$ cat config.mk
export PLATFORM = sky130hd
export DESIGN_NAME = sdram_write_queue_flat
export DESIGN_NICKNAME = d
export VERILOG_FILES = /design/src/rtl/sdram_write_queue_if.sv /design/src/rtl/sdram_write_queue.sv /design/src/flat_wrapper.sv
export SDC_FILE = /design/constraint.sdc
export NUM_CORES = 1
export LEC_CHECK = 0
export BUFFER_PORTS_ARGS = -buffer_cell sky130_fd_sc_hd__buf_2
export CAP_MARGIN = 5
export CORE_MARGIN = 2
export CORE_UTILIZATION = 45
export DETAILED_ROUTE_END_ITERATION = 12
export PLACE_DENSITY = 0.66
export SLEW_MARGIN = 20
export SYNTH_ARGS = -nofsm -noshare
export SYNTH_HDL_FRONTEND = slang
export SYNTH_SLANG_ARGS = --single-unit
$ cat constraint.sdc
create_clock -name iclk -period 5.3 [get_ports iclk]
set_input_delay 0.265 -clock iclk [delete_from_list [all_inputs] [get_ports iclk]]
set_output_delay 0.265 -clock iclk [all_outputs]
set_load 0.005 [all_outputs]
$ cat src/rtl/sdram_write_queue_if.sv
// Signal bundle between sdram_write_queue, its cache/CPU client, the SDRAM bus arbiter
// and the burst-write sequencer. The queue uses the slave modport; the client side uses master.
interface sdram_write_queue_if #(
  parameter int DATA_BLOCK_SIZE = 128,
  parameter int DEPTH           = 4,
  parameter int ADDR_WIDTH      = 26
);
  // Upstream valid/ready: a request transfers on every iclk edge where ivalid && oready.
  // ivalid may rise without waiting for oready; iaddr/idata must hold while ivalid waits.
  logic                       ivalid;
  logic                       oready;
  logic [ADDR_WIDTH-1:0]      iaddr;
  logic [DATA_BLOCK_SIZE-1:0] idata;
  logic                       obus_req;
  logic                       igrant;
  logic                       oenb;
  logic                       oreq;
  logic                       ifin;
  logic [12:0]                orow;
  logic [9:0]                 ocolumn;
  logic [1:0]                 obank;
  logic [DATA_BLOCK_SIZE-1:0] odata;
  logic [$clog2(DEPTH):0]     ocount;
  logic                       oerr;
  logic [2:0]                 odbg_state;

  modport slave (
    input  ivalid, iaddr, idata, igrant, ifin,
    output oready, obus_req, oenb, oreq, orow, ocolumn, obank, odata, ocount, oerr, odbg_state
  );

  modport master (
    output ivalid, iaddr, idata, igrant, ifin,
    input  oready, obus_req, oenb, oreq, orow, ocolumn, obank, odata, ocount, oerr, odbg_state
  );
endinterface

$ cat src/rtl/sdram_write_queue.sv
// Block-write FIFO in front of the SDRAM burst-write sequencer: buffers aligned requests,
// wins the SDRAM bus from the arbiter, starts one burst per entry and pops on completion.
module sdram_write_queue #(
  parameter int DATA_BLOCK_SIZE = 128,
  parameter int DEPTH           = 4,
  parameter int ADDR_WIDTH      = 26
) (
  input  logic              iclk,
  input  logic              ireset,
  sdram_write_queue_if.slave bus
);
  localparam int PW = $clog2(DEPTH);
  localparam int CW = PW + 1;
  localparam logic [CW-1:0] FULL = CW'(DEPTH);

  typedef enum logic [2:0] {
    S_IDLE     = 3'd0,
    S_BUS_WAIT = 3'd1,
    S_ISSUE    = 3'd2,
    S_WAIT_FIN = 3'd3,
    S_RELEASE  = 3'd4
  } state_t;

  // Entries keep the 16-bit word address; byte bit 0 only matters for the alignment check.
  logic [ADDR_WIDTH-2:0]      r_word_mem [DEPTH];
  logic [DATA_BLOCK_SIZE-1:0] r_data_mem [DEPTH];
  logic [PW-1:0]              r_wr_ptr;
  logic [PW-1:0]              r_rd_ptr;
  logic [CW-1:0]              r_count;
  logic                       r_err;

  state_t                     r_state;
  logic                       r_bus_req;
  logic                       r_enb;
  logic                       r_req;
  logic [12:0]                r_row;
  logic [9:0]                 r_col;
  logic [1:0]                 r_bank;
  logic [DATA_BLOCK_SIZE-1:0] r_odata;

  logic                       w_not_full;
  logic                       w_accept;
  logic                       w_aligned;
  logic                       w_push;
  logic                       w_pop;
  logic [ADDR_WIDTH-2:0]      w_head_word;

  assign w_not_full  = (r_count != FULL);
  assign w_accept    = bus.ivalid && w_not_full;
  assign w_aligned   = (bus.iaddr[3:0] == 4'h0);
  assign w_push      = w_accept && w_aligned;
  assign w_pop       = (r_state == S_WAIT_FIN) && bus.ifin;
  assign w_head_word = r_word_mem[r_rd_ptr];

  always_ff @(posedge iclk) begin
    if (w_push) begin
      r_word_mem[r_wr_ptr] <= bus.iaddr[ADDR_WIDTH-1:1];
      r_data_mem[r_wr_ptr] <= bus.idata;
    end
  end

  // Pointers are exactly log2(DEPTH) bits wide, so they wrap modulo DEPTH on their own.
  always_ff @(posedge iclk) begin
    if (ireset) begin
      r_wr_ptr <= '0;
      r_rd_ptr <= '0;
      r_count  <= '0;
      r_err    <= 1'b0;
    end else begin
      if (w_push) r_wr_ptr <= r_wr_ptr + 1'b1;
      if (w_pop)  r_rd_ptr <= r_rd_ptr + 1'b1;
      if (w_accept && !w_aligned) r_err <= 1'b1;
      case ({w_push, w_pop})
        2'b10:   r_count <= r_count + CW'(1);
        2'b01:   r_count <= r_count - CW'(1);
        default: r_count <= r_count;
      endcase
    end
  end

  // Row/bank/column/data are captured only on the IDLE exit and then held for the whole
  // burst, because the sequencer samples row and column in different cycles.
  always_ff @(posedge iclk) begin
    if (ireset) begin
      r_state   <= S_IDLE;
      r_bus_req <= 1'b0;
      r_enb     <= 1'b0;
      r_req     <= 1'b0;
      r_row     <= '0;
      r_col     <= '0;
      r_bank    <= '0;
      r_odata   <= '0;
    end else begin
      r_req <= 1'b0;
      case (r_state)
        S_IDLE: begin
          if (r_count != '0) begin
            r_state   <= S_BUS_WAIT;
            r_bus_req <= 1'b1;
            r_row     <= w_head_word[24:12];
            r_bank    <= w_head_word[11:10];
            r_col     <= w_head_word[9:0];
            r_odata   <= r_data_mem[r_rd_ptr];
          end
        end
        S_BUS_WAIT: begin
          if (bus.igrant) begin
            r_state <= S_ISSUE;
            r_enb   <= 1'b1;
            r_req   <= 1'b1;
          end
        end
        S_ISSUE: r_state <= S_WAIT_FIN;
        S_WAIT_FIN: begin
          if (bus.ifin) begin
            r_state   <= S_RELEASE;
            r_enb     <= 1'b0;
            r_bus_req <= 1'b0;
          end
        end
        S_RELEASE: r_state <= S_IDLE;
        default:   r_state <= S_IDLE;
      endcase
    end
  end

  assign bus.oready     = w_not_full;
  assign bus.obus_req   = r_bus_req;
  assign bus.oenb       = r_enb;
  assign bus.oreq       = r_req;
  assign bus.orow       = r_row;
  assign bus.ocolumn    = r_col;
  assign bus.obank      = r_bank;
  assign bus.odata      = r_odata;
  assign bus.ocount     = r_count;
  assign bus.oerr       = r_err;
  assign bus.odbg_state = r_state;
endmodule
$ cat src/flat_wrapper.sv
// flat-port wrapper written by rule: the top's interface ports become plain ports
module sdram_write_queue_flat 
#(
  parameter int DATA_BLOCK_SIZE = 128,
  parameter int DEPTH           = 4,
  parameter int ADDR_WIDTH      = 26
)
  (iclk, ireset, bus_ivalid, bus_iaddr, bus_idata, bus_igrant, bus_ifin, bus_oready, bus_obus_req, bus_oenb, bus_oreq, bus_orow, bus_ocolumn, bus_obank, bus_odata, bus_ocount, bus_oerr, bus_odbg_state);
  sdram_write_queue_if #(.DATA_BLOCK_SIZE(DATA_BLOCK_SIZE), .DEPTH(DEPTH), .ADDR_WIDTH(ADDR_WIDTH)) bus_i ();
  input  logic iclk;
  input  logic ireset;
  input wire logic [$bits(bus_i.ivalid)-1:0] bus_ivalid;
  input wire logic [$bits(bus_i.iaddr)-1:0] bus_iaddr;
  input wire logic [$bits(bus_i.idata)-1:0] bus_idata;
  input wire logic [$bits(bus_i.igrant)-1:0] bus_igrant;
  input wire logic [$bits(bus_i.ifin)-1:0] bus_ifin;
  output wire logic [$bits(bus_i.oready)-1:0] bus_oready;
  output wire logic [$bits(bus_i.obus_req)-1:0] bus_obus_req;
  output wire logic [$bits(bus_i.oenb)-1:0] bus_oenb;
  output wire logic [$bits(bus_i.oreq)-1:0] bus_oreq;
  output wire logic [$bits(bus_i.orow)-1:0] bus_orow;
  output wire logic [$bits(bus_i.ocolumn)-1:0] bus_ocolumn;
  output wire logic [$bits(bus_i.obank)-1:0] bus_obank;
  output wire logic [$bits(bus_i.odata)-1:0] bus_odata;
  output wire logic [$bits(bus_i.ocount)-1:0] bus_ocount;
  output wire logic [$bits(bus_i.oerr)-1:0] bus_oerr;
  output wire logic [$bits(bus_i.odbg_state)-1:0] bus_odbg_state;
  assign bus_i.ivalid = bus_ivalid;
  assign bus_i.iaddr = bus_iaddr;
  assign bus_i.idata = bus_idata;
  assign bus_i.igrant = bus_igrant;
  assign bus_i.ifin = bus_ifin;
  assign bus_oready = bus_i.oready;
  assign bus_obus_req = bus_i.obus_req;
  assign bus_oenb = bus_i.oenb;
  assign bus_oreq = bus_i.oreq;
  assign bus_orow = bus_i.orow;
  assign bus_ocolumn = bus_i.ocolumn;
  assign bus_obank = bus_i.obank;
  assign bus_odata = bus_i.odata;
  assign bus_ocount = bus_i.ocount;
  assign bus_oerr = bus_i.oerr;
  assign bus_odbg_state = bus_i.odbg_state;
  sdram_write_queue #(.DATA_BLOCK_SIZE(DATA_BLOCK_SIZE), .DEPTH(DEPTH), .ADDR_WIDTH(ADDR_WIDTH)) u_core (.iclk(iclk), .ireset(ireset), .bus(bus_i));
endmodule
# Yosys cells after proc, flatten, opt, wreduce, memory -nomap -nowiden
# Memory sizes are Yosys's and may differ from the RTL's. A register that Yosys moved wholly into a read port is not among the register bits.
# Index checks and enable logic that the tools add are counted.
totals:
  input_bits: 159
  mem_count: 2
  ff_bits: 14
  word_cells: 53
  ram_bits: 612
  output_inout_bits: 164
op_classes:
  n_reduce_logical: 16
  n_mux: 13
  eq_ne: 9
  bitwise: 1
  addsub: 4
memory_table:
  columns: ["memory", "depth", "word_bits", "read_ports", "rd_ports_with_merged_regs", "write_ports", "line", "source"]
  rows:
  - ["u_core.r_data_mem", 4, 128, 1, 1, 1, "sdram_write_queue.sv:26", "logic [DATA_BLOCK_SIZE-1:0] r_data_mem [DEPTH];"]
  - ["u_core.r_word_mem", 4, 25, 1, 1, 1, "sdram_write_queue.sv:25", "logic [ADDR_WIDTH-2:0] r_word_mem [DEPTH];"]
ops:
  columns: ["op", "count"]
  rows:
  - ["3-bit case mux with 4 select lines", 1]
  - ["3-bit two-way mux", 3]
  - ["3-bit AND reduction", 3]
  - ["3-bit by 2-bit == test with 1-bit output, second input constant", 2]
  - ["1-bit two-way mux", 6]
  - ["3-bit case mux with 2 select lines", 1]
  - ["2-bit nonzero test", 3]
  - ["2-bit by 1-bit adder with 2-bit output, second input constant", 2]
  - ["1-bit logical AND", 4]
  - ["4-bit logical NOT", 1]
  - ["2-bit inequality test, second input constant", 2]
  - ["1-bit case mux with 2 select lines", 2]
  - ["3-bit by 1-bit adder with 3-bit output, second input constant", 1]
  - ["3-bit by 1-bit == test with 1-bit output, second input constant", 1]
  - ["3-bit logical NOT", 1]
  - ["3-bit inequality test, second input constant", 1]
  - ["3-bit nonzero test", 1]
  - ["3-bit by 1-bit subtractor with 3-bit output, second input constant", 1]
  - ["2-bit by 1-bit == test with 1-bit output, second input constant", 1]
  - ["2-bit == test, second input constant", 1]
  - ["2-bit by 1-bit inequality test with 1-bit output, second input constant", 1]
  - ["2-bit AND reduction", 1]
  - ["2-bit OR reduction", 1]
  - ["1-bit logical NOT", 1]
  - ["1-bit inverter", 1]

# Depth between registers and ports, before layout
# Gate-level depths: netlist (run 1).
logic_depth:
  depth_word: 5
  mapped_depth: 9
  ltp_nobuf: 9

# Worst setup path before layout (run 1)
# Ideal clock, no wire load.
synth_timing:
  path_type: "in2reg"
  from: "in bus_iaddr[1]"
  to: "mem u_core.r_data_mem[2][0] (enable)"
  cell_stages: 3
  path_buffers: 0
  setup_ns: 0.531
  required_ns: 4.769
  t_arrival_ns: 4.618
  slack_ns: 0.151
  path_cell_list: "or4_1 nor3_2 and2_1"
synth_via:
  elab_chain_len: 4
synth_rtl:
  columns: ["item", "line", "source"]
  rows:
  - ["start: declaration", "flat_wrapper.sv:13", "input wire logic [$bits(bus_i.iaddr)-1:0] bus_iaddr;"]
  - ["4-bit logical NOT", "sdram_write_queue.sv:50", "assign w_aligned = (bus.iaddr[3:0] == 4'h0);"]
  - ["1-bit logical AND", "sdram_write_queue.sv:51", "assign w_push = w_accept && w_aligned;"]
  - ["1-bit two-way mux", "sdram_write_queue.sv:56", "if (w_push) begin"]
  - ["1-bit two-way mux (implied by the code)", "sdram_write_queue.sv:58", "r_data_mem[r_wr_ptr] <= bus.idata;"]
  - ["end: declaration", "sdram_write_queue.sv:26", null]
# Every way passes these cells.

# Final worst setup path (run 1)
layout_timing:
  from: "in bus_iaddr[1]"
  to: "mem u_core.r_data_mem[3][2] (enable)"
# The elaborated chain is that of the path after synthesis.

==> metrics.md, run 1 <==
| Metric | Value |
|---|---|
| Die ar. | `65,800 µm²` |
| Final Hold Fails | `0` |
| Cts repair resizes | `0` |
| Post-route cell area | `35,300 µm²` |
| CP cell instances | `dlygate4sd3_1 > buf_2 > or4_1 > nor3_2 > and2_4 > buf_12` |
| Initial core utilization | `0.455` |
| Most common cell in the netlist | `edfxtp_1` |
| WP buf/inv | `3` |
| Hold Startpoint | `ireset` |
| Setup_tns | `0 ns` |
| Vias in the first global route | `17,373` |
| Yosys cell types | `42` |
| Synth area leaders | `edfxtp_1, mux4_2, dfxtp_1` |
| Critical Path RT | `5.54 ns` |
| Aggregate global-route resource usage | `0.203` |
| Final min period | `2.95 ns` |
| Clock skew | `0.0205 ns` |
| Core Footprint | `63,100 µm²` |
| CP arrival | `3.19 ns` |
| Fmax achieved | `339 MHz` |
| Slowest cell on the critical path | `or4_1` |
| Register area share after synthesis | `0.757` |
| Filler instances | `4,910` |
| Post-synthesis cell type with the largest combined area | `edfxtp_1` |
| Worst hold endpoint | `u_core.bus.odata[71]` |
| Crit path kind | `in -> reg` |
| Cell area after synthesis | `28,700 µm²` |
| Fin cells | `2,960` |
| H-tree depth | `3` |
| Initial antenna violation count | `7` |
| Syn Area/Cell | `18.1 µm²` |
| Vias/cell | `5.53` |
| Crit share post-route | `0.557` |
| CP top delay family | `simple AND/OR/NAND/NOR gates` |
| Setup violators final | `0` |
| Drt initial violations | `1,254` |
| Overflow after GRT | `0` |
| Hold depth | `2` |
| Number of enable flip-flop cells after synthesis | `612` |
| First-pass GRT wire length | `102 mm` |
| CP peak stage delay | `0.61 ns` |
| CTS root buffer | `clkbuf_16` |
| Clock Path Buffers | `3` |
| GP Congestion | `0.768` |
| Fin. max-slew vios | `0` |
| ANT nets after route | `0` |
| Leakage | `0.0118 µW` |
| Reg2reg path depth | `4` |
| RSZ-0062 raised after global routing | `no` |
| # IOs | `323` |
| Std cell rows | `92` |
| CTS tree | `yes` |
| VDD IR max | `0.000246 V` |
| Clock Sinks | `779` |
| Hold Path Class | `in -> reg` |
| Worst Path Max Fanout | `89` |
| Synth Instances | `1,582` |
| DRT Pass-1 Iters | `5` |
| Startpoint Class | `input pin` |
| Layout area overhead | `23.1%` |
| Clk slew on worst S/H paths | `0.06 ns` |
| Detailed-placement wirelength estimate | `35.5 mm` |
| Routed WL | `66.8 mm` |
| Synth Flop Type | `edfxtp_1` |
| Max_cap viols | `0` |
| FF-to-FF setup slack | `2.66 ns` |
| Placed cell area | `30,900 µm²` |
| Post-synth top cells | `edfxtp_1, dfxtp_1, a21oi_1, mux4_2, nand3_1` |
| WL per Instance | `22.6 µm` |
| Share of async-settable or async-resettable flops after synthesis | `0` |
| Worst reg2reg path startpoint | `u_core.bus.ocount[0]` |
| Post-synth net total | `1,747` |
| CTS buffer count | `80` |
| DRC Markers | `0` |
| IO buf count | `322` |
| Run status | `finished, final reports clean` |
| Fraction of layout cells with a size suffix above 1 | `0.303` |
| DR vias | `16,369` |
| Slew @ Worst Pin | `0.986 ns` |
| Layout Nets | `2,208` |
| Synth top area share | `0.641` |
| Worst rel slew slack | `0.343` |
| Setup crit end kind | `flop` |
| Pwr dens | `365 nW/µm²` |
| Clk_lat worst skew | `0.62 ns` |
| Chip width | `256 µm` |
| Synth warn | `0` |
| Reg-to-reg endpoint | `u_core.r_data_mem[3][2]` |
| Die height | `256 µm` |
| #FFs+latches synth | `779` |
| Placed Cells incl. Taps | `2,649` |
| Largest net degree at the start of global routing | `95` |
[per-stage QoR]
step	total power, µW	setup slack [ns]	hold slack, ns	utilization
floorplan	6950	0.151	0.364	-
global placement	7130	2.35	0.450	0.490
detailed placement	7140	2.31	0.464	0.490
CTS	13000	2.39	0.147	0.560
global route	13300	2.27	0.182	0.560
finish	12900	2.35	0.171	0.560
[metal layers]
layer / global-route usage / wire length (µm) / vias up / share of wire
met4: 0.0790 / 1810 / 4 / 0.027
met1: 0.258 / 27100 / 8473 / 0.41
li1: - / - / 7251 / -
met3: 0.0362 / 3850 / 104 / 0.058
met2: 0.350 / 34000 / 537 / 0.51
met5: 0 / 27 / - / 0.00040
[state kept, by name, indices dropped and copies added (netlist names)]
register / count
u_core.bus.oreq: 1
u_core.bus.odbg_state: 3
u_core.bus.odata: 128
u_core.r_data_mem: 512
u_core.r_wr_ptr: 2
u_core.r_rd_ptr: 2
u_core.bus.ocount: 3
u_core.bus.ocolumn: 10
u_core.r_word_mem: 100
u_core.bus.orow: 13
u_core.bus.obank: 2
u_core.bus.obus_req: 1
u_core.bus.oerr: 1
u_core.bus.oenb: 1
[power breakdown]
part / internal, µW / switching [µW] / leakage, µW
clock: 3470 / 2310 / 0.00137
combinational: 181 / 293 / 0.00358
sequential: 6620 / 19.2 / 0.00686
total: 10300 / 2620 / 0.0118
[worst max path at each step]
| stage | startpoint | endpoint | cells after the start |
|---|---|---|---|
| finish | bus_iaddr[1] | u_core.r_data_mem[3][2] | 6 |
| global route | bus_iaddr[1] | u_core.r_data_mem[3][9] | 6 |
| CTS | bus_iaddr[1] | u_core.r_data_mem[1][38] | 6 |
| detailed placement | bus_iaddr[1] | u_core.r_data_mem[1][30] | 5 |
| global placement | bus_iaddr[1] | u_core.r_data_mem[1][15] | 5 |
| floorplan | bus_iaddr[1] | u_core.r_data_mem[2][0] | 3 |
[cells by family (layout without fill, tap and decap cells)]
family / after synthesis / count (layout) / synth area share
AO/OA/AOI/OAI: 320 / 320 / 0.0568
adder cells (fa/ha/maj): 6 / 6 / 0.00288
AND/OR/NAND/NOR: 189 / 189 / 0.0343
flip-flops: 779 / 779 / 0.757
buffers and inverters: 132 / 659 / 0.0277
XOR/XNOR: 3 / 3 / 0.000916
other: 0 / 5 / 0
multiplexers: 153 / 153 / 0.120
[placed cells by master, fill, tap and decap left out, drive strengths merged, types with 24 or more instances in the layout]
master / count
a21oi: 159
buf: 344
clkbuf: 114
clkinv: 24
dfxtp: 167
dlygate4sd3: 158
edfxtp: 612
mux4: 153
nand3: 153
o21ai: 154
[layout make-up]
class	instances	area (µm²)	area share
antenna	5	12.5	0.000354
clock buffer	114	2400	0.0679
clock inverter	34	392	0.0111
inverter	9	33.8	0.000957
multi-input combinational	671	6190	0.175
sequential	779	21700	0.615
tap	846	1060	0.0300
timing repair buffer	502	3500	0.0992
[repair_timing]
item	in CTS	in global routing
setup endpoints to repair	0	0
hold endpoints to repair	618	0
hold buffers	158	0
setup buffers	0	0
Power figures use the tool's default switching activity.
==> run 2: changes to the inputs <==
- PLACE_DENSITY: 0.66 -> default
- clock period: 5.3 -> 2.8 ns (I/O delays scaled with it)
==> metrics.md, run 2 (synthesis gave the netlist of run 1 again) <==
| Metric | Value |
|---|---|
| ANT nets after route | `0 (unchanged)` |
| Worst rel slew slack | `0.493 (was 0.343)` |
| Crit share post-route | `0.927` |
| Setup violators final | `0 (unchanged)` |
| Fmax achieved | `385 MHz` |
| Cts repair resizes | `0 (unchanged)` |
| Vias/cell | `5.48 (was 5.53)` |
| Setup_tns | `0 ns (unchanged)` |
| Clock skew | `0.0183 ns (was 0.0205 ns)` |
| Setup crit end kind | `flop (unchanged)` |
| Switching share of power | `0.207 (was 0.203)` |
| Run status | `finished, final reports clean (unchanged)` |
| Pwr dens | `680 nW/µm² (was 365 nW/µm²)` |
| Crit path to | `u_core.r_wr_ptr[0] (was u_core.r_data_mem[3][2])` |
| Slew @ Worst Pin | `0.753 ns (was 0.986 ns)` |
| CTS root buffer | `clkbuf_16 (unchanged)` |
| Slowest cell on the critical path | `dlygate4sd3_1 (was or4_1)` |
| Chip width | `256 µm (unchanged)` |
| DR vias | `16,401 (was 16,369)` |
| Max_cap viols | `0 (unchanged)` |
| Initial core utilization | `0.455 (unchanged)` |
| CTS tree | `yes (unchanged)` |
| Hold Path Class | `in -> reg (unchanged)` |
| Critical Path RT | `3.30 ns (was 5.54 ns)` |
| DRC Markers | `0 (unchanged)` |
| Layout Nets | `2,238 (was 2,208)` |
| RSZ-0062 raised after global routing | `no (unchanged)` |
| # IOs | `323 (unchanged)` |
| Die height | `256 µm (unchanged)` |
| Fin. max-slew vios | `0 (unchanged)` |
| Clock Path Buffers | `3 (unchanged)` |
| Largest net degree at the start of global routing | `101 (was 95)` |
| Worst Path Max Fanout | `6 (was 89)` |
| CP peak stage delay | `0.58 ns (was 0.61 ns)` |
| DRT Pass-1 Iters | `7 (was 5)` |
| Setup ws final | `0.205 ns (was 2.35 ns)` |
| Clk_lat worst skew | `0.62 ns (about the same)` |
| Crit path kind | `reg -> reg (was in -> reg)` |
| Detailed-placement wirelength estimate | `40.1 mm (was 35.5 mm)` |
| FF-to-FF setup slack | `0.20 ns (was 2.66 ns)` |
| First-pass GRT wire length | `105 mm (was 102 mm)` |
| CP cell instances | `nor3b_1 > inv_1 > nand4_1 > dlygate4sd3_1 > a21oi_1 > dlygate4sd3_1 (was dlygate4sd3_1 > buf_2 > or4_1 > nor3_2 > and2_4 > buf_12)` |
| CP arrival | `3.10 ns (was 3.19 ns)` |
| CTS buffer count | `82 (was 80)` |
| Reg with most FFs | `u_core.r_data_mem (unchanged)` |
| WL per Instance | `23.0 µm (was 22.6 µm)` |
| Leakage | `0.0120 µW (was 0.0118 µW)` |
| Fraction of layout cells with a size suffix above 1 | `0.306 (was 0.303)` |
| Reg-to-reg endpoint | `u_core.r_wr_ptr[0] (was u_core.r_data_mem[3][2])` |
| Tot Pwr | `24,200 µW (was 12,900 µW)` |
| Initial antenna violation count | `7 (unchanged)` |
| Clock share of power | `0.443 (was 0.448)` |
| Layout area overhead | `24.3% (was 23.1%)` |
| Cell repeated most along the worst path | `dlygate4sd3_1` |
| CP startpoint | `u_core.bus.ocount[2] (was bus_iaddr[1])` |
| Overflow after GRT | `0 (unchanged)` |
| Routed WL | `68.8 mm (was 66.8 mm)` |
| Max reg flops | `512 (unchanged)` |
| GP Congestion | `0.778 (was 0.768)` |
| Clk slew on worst S/H paths | `0.06 ns (about the same)` |
| Final min period | `2.60 ns` |
| VDD IR max | `0.000653 V (was 0.000246 V)` |
| Reg2reg path depth | `6 (was 4)` |
| Core Footprint | `63,100 µm² (unchanged)` |
| Startpoint Class | `flop (was input pin)` |
| Die ar. | `65,800 µm² (unchanged)` |
| Std cell rows | `92 (unchanged)` |
| H-tree depth | `3 (unchanged)` |
| Placed cell area | `31,400 µm² (was 30,900 µm²)` |
| IO buf count | `322 (unchanged)` |
| Commonest non-fill, non-tap cell in the layout | `edfxtp_1 (unchanged)` |
| Post-route cell area | `35,600 µm² (was 35,300 µm²)` |
| Final Hold Fails | `0 (unchanged)` |
| Setup WS pre-CTS | `0.467 ns (was 2.31 ns)` |
| Clock Sinks | `779 (unchanged)` |
| Sequential share of power | `0.518 (was 0.515)` |
| Drt initial violations | `1,409 (was 1,254)` |
| Logic pwr share | `0.039 (was 0.037)` |
| Most frequent cells in the layout | `edfxtp_1, buf_2, dfxtp_1 (unchanged)` |
| Sw Pwr | `5010 µW (was 2620 µW)` |
| Vias in the first global route | `17,075 (was 17,373)` |
| Worst reg2reg path startpoint | `u_core.bus.ocount[2] (was u_core.bus.ocount[0])` |
| Power Internal | `19,200 µW (was 10,300 µW)` |
| Hold WS | `0.277 ns (was 0.171 ns)` |
| Aggregate global-route resource usage | `0.209 (was 0.203)` |
-- run 2: metrics by stage --
stage          cells  utilization
4_1_cts         2987        0.565
3_3_place_gp    2675        0.497
6_report        2993        0.565
3_5_place_dp    2675        0.497
2_1_floorplan   1582            -
5_1_grt         2993        0.565
-- run 2: repair_timing --
item                      CTS  global route
hold buffers              160             0
hold endpoints to repair  641             0
setup buffers               0             0
-- run 2: power by group through the flow --
stage	Clock, µW	Combinational, µW	Sequential [µW]
after CTS	11000	942	12600
after global routing	11400	1010	12600
after global placement	0	732	12800
final	10700	937	12600
after detailed placement	0	751	12800
after floorplan	0	345	12800
-- run 2: layout make-up --
class / count / area [µm²]
flip-flops and latches: 779 / 21700
clock inverters: 45 / 428
diodes: 6 / 15.0
multi-input cells: 671 / 6190
inverters: 9 / 33.8
clock buffers: 107 / 2250
well taps: 846 / 1060
repair buffers: 530 / 3940
fillers: 4920 / 27400
-- run 2: worst max-delay path, delay by kind of cell, from the launching register on --
| family | cells | cell delay, ns |
|---|---|---|
| buffers and inverters | 3 | 1.40 |
| and+or+nand+nor | 2 | 0.57 |
| AOI/OAI and AO/OA | 1 | 0.07 |
| DFF | 1 | 0.45 |
-- run 2: metal layers --
metal / up-vias / part of all wire / track usage
met5: - / 0.00019 / 0
met4: 2 / 0.029 / 0.0775
met3: 124 / 0.071 / 0.0460
met2: 578 / 0.48 / 0.332
met1: 8397 / 0.42 / 0.285
li1: 7300 / - / -
-- run 2: how the worst min path moves through the flow --
stage	slack (ns)	cells past startpoint	startpoint	end
after global routing	0.25	2	bus_idata[112]	u_core.r_data_mem[3][112]
after CTS	0.24	2	bus_idata[55]	u_core.r_data_mem[2][55]
after detailed placement	0.36	1	bus_idata[114]	u_core.r_data_mem[0][114]
after floorplan	0.24	0	bus_idata[0]	u_core.r_data_mem[0][0]
final	0.28	2	bus_idata[121]	u_core.r_data_mem[3][121]
after global placement	0.35	1	bus_idata[63]	u_core.r_data_mem[2][63]
==> run 3: changes to the inputs <==
- CORE_ASPECT_RATIO: default -> 0.7
- GPL_ROUTABILITY_DRIVEN: default -> 1
- PLACE_DENSITY: default -> 0.75
==> metrics.md, run 3 (synthesis gave the netlist of run 1 again) <==
| Metric | Value |
|---|---|
| CTS tree | `yes (unchanged)` |
| IO buf count | `322 (unchanged)` |
| Vias/cell | `5.59 (was 5.48)` |
| Placed Cells incl. Taps | `2,685 (was 2,675)` |
| Aggregate global-route resource usage | `0.207 (was 0.209)` |
| RSZ-0062 raised after global routing | `no (unchanged)` |
| VDD IR max | `0.000460 V (was 0.000653 V)` |
| Pwr dens | `653 nW/µm² (was 680 nW/µm²)` |
| First-pass GRT wire length | `104 mm (was 105 mm)` |
| Leakage | `0.0119 µW (was 0.0120 µW)` |
| Core Footprint | `63,100 µm² (about the same)` |
| Fin. max-slew vios | `0 (unchanged)` |
| Reg2reg path depth | `9 (was 6)` |
| Slew @ Worst Pin | `0.911 ns (was 0.753 ns)` |
| Initial antenna violation count | `10 (was 7)` |
| Cts repair resizes | `0 (unchanged)` |
| Hold Startpoint | `bus_idata[43] (was bus_idata[121])` |
| DR vias | `16,684 (was 16,401)` |
| Worst rel slew slack | `0.387 (was 0.493)` |
| Max reg flops | `512 (unchanged)` |
| Detailed-placement wirelength estimate | `40.5 mm (was 40.1 mm)` |
| Clk_lat worst skew | `0.62 ns (about the same)` |
| Routed WL | `67.9 mm (was 68.8 mm)` |
| ANT nets after route | `0 (unchanged)` |
| DRT Pass-1 Iters | `5 (was 7)` |
| Largest net degree at the start of global routing | `99 (was 101)` |
| Die ar. | `65,800 µm² (about the same)` |
| Fmax achieved | `421 MHz (was 385 MHz)` |
| # IOs | `323 (unchanged)` |
| Initial core utilization | `0.455 (about the same)` |
| Fin cells | `2,982 (was 2,993)` |
| Overflow after GRT | `0 (unchanged)` |
| Layout Nets | `2,253 (was 2,238)` |
| Worst Path Max Fanout | `33 (was 6)` |
| Reg with most FFs | `u_core.r_data_mem (unchanged)` |
| H-tree depth | `3 (unchanged)` |
| Final min period | `2.37 ns (was 2.60 ns)` |
| CTS root buffer | `clkbuf_16 (unchanged)` |
| Multi-input gate area in the final layout | `6190 µm² (unchanged)` |
| Tot Pwr | `23,200 µW (was 24,200 µW)` |
| Layout area overhead | `23.6% (was 24.3%)` |
| Std cell rows | `77 (was 92)` |
| Setup violators final | `0 (unchanged)` |
| Post-route cell area | `35,500 µm² (was 35,600 µm²)` |
| Clock skew | `0.0256 ns (was 0.0183 ns)` |
| WL per Instance | `22.8 µm (was 23.0 µm)` |
| Setup crit end kind | `flop (unchanged)` |
| Run status | `finished, final reports clean (unchanged)` |
| Drt initial violations | `1,618 (was 1,409)` |
| Die height | `215 µm (was 256 µm)` |
| Hold Path Class | `in -> reg (unchanged)` |
| Commonest non-fill, non-tap cell in the layout | `edfxtp_1 (unchanged)` |
| Final Hold Fails | `0 (unchanged)` |
| Crit share post-route | `0.848 (was 0.927)` |
| CTS buffer count | `71 (was 82)` |
| Vias in the first global route | `17,171 (was 17,075)` |
| Placed cell area | `31,500 µm² (was 31,400 µm²)` |
| FF-to-FF setup slack | `0.44 ns (was 0.20 ns)` |
| Max_cap viols | `0 (unchanged)` |
| Most frequent cells in the layout | `edfxtp_1, buf_2, dfxtp_1 (unchanged)` |
| Crit path kind | `in -> reg (was reg -> reg)` |
| Clk slew on worst S/H paths | `0.06 ns (about the same)` |
| Critical Path RT | `3.09 ns (was 3.30 ns)` |
| Storage cell area | `21,700 µm² (unchanged)` |
| Reg-to-reg endpoint | `u_core.bus.ocount[2] (was u_core.r_wr_ptr[0])` |
| Hold depth | `2 (unchanged)` |
| Startpoint Class | `input pin (was flop)` |
| Clock Path Buffers | `3 (unchanged)` |
| CP arrival | `2.66 ns (was 3.10 ns)` |
| Filler instances | `4,673 (was 4,920)` |
| Chip width | `306 µm (was 256 µm)` |
| DRC Markers | `0 (unchanged)` |
| Worst hold endpoint | `u_core.r_data_mem[3][43] (was u_core.r_data_mem[3][121])` |
| GP Congestion | `0.805 (was 0.778)` |
| Fraction of layout cells with a size suffix above 1 | `0.315 (was 0.306)` |
| Worst reg2reg path startpoint | `u_core.bus.ocount[2] (unchanged)` |
| Clock Sinks | `779 (unchanged)` |
-- run 3: changes by cell type in the layout (fill, tap and decap cells not counted), sizes merged --
cell,previous run,this run
dlygate4sd3,160,159
clkinv,31,22
bufinv,7,3
inv,13,12
clkinvlp,3,4
buf,370,397
clkbuf,107,100
-- run 3: stage by stage --
step	utilization	setup slack [ns]	TNS, ns	hold slack, ns
after floorplan	-	-0.523	-319.82	0.239
after global placement	0.499	0.364	0	0.350
after detailed placement	0.499	0.363	0	0.356
after CTS	0.562	0.442	0	0.227
after global routing	0.562	0.249	0	0.251
final	0.562	0.426	0	0.270
-- run 3: critical path, stage by stage --
cell and delay (ns):
dlygate4sd3_1 0.54, buf_2 0.17, or4_1 0.69, nor3_2 0.18
buf_4 0.16, and2_4 0.43, buf_12 0.29
-- run 3: where the power goes --
part           switching (µW)  leakage, µW  internal, µW
clock                    4210      0.00115          5470
sequential               37.5      0.00686         12500
combinational             553      0.00392           370
total                    4800       0.0119         18400
-- run 3: cell type report --
cell class	count	share of cell area
clock buffers	100	0.0580
repair buffers	556	0.116
multi-input cells	671	0.175
clock inverters	32	0.00850
diodes	6	0.000423
well taps	829	0.0292
flip-flops and latches	779	0.613
inverters	9	0.000953
-- run 3: worst max path at each step --
stage,startpoint,end,slack [ns]
floorplan,bus_iaddr[1],u_core.r_data_mem[0][0],-0.52
global placement,bus_iaddr[1],u_core.r_word_mem[0][9],0.36
detailed placement,bus_iaddr[1],u_core.r_data_mem[0][49],0.36
CTS,bus_iaddr[1],u_core.r_data_mem[0][117],0.44
global route,u_core.bus.ocount[2],u_core.bus.ocount[2],0.25
finish,bus_iaddr[1],u_core.r_data_mem[0][115],0.43
-- run 3: timing repair --
item	4_1_cts	5_1_grt
buffers inserted	0	0
hold buffers	159	0
endpoints found under the hold margin	636	0
-- run 3: metal layers --
metal / GRT usage / vias to the layer above / wire [µm]
li1: - / 7333 / -
met1: 0.282 / 8548 / 28000
met2: 0.334 / 697 / 33400
met3: 0.0539 / 98 / 5270
met4: 0.0504 / 8 / 1230
met5: 0 / - / 54
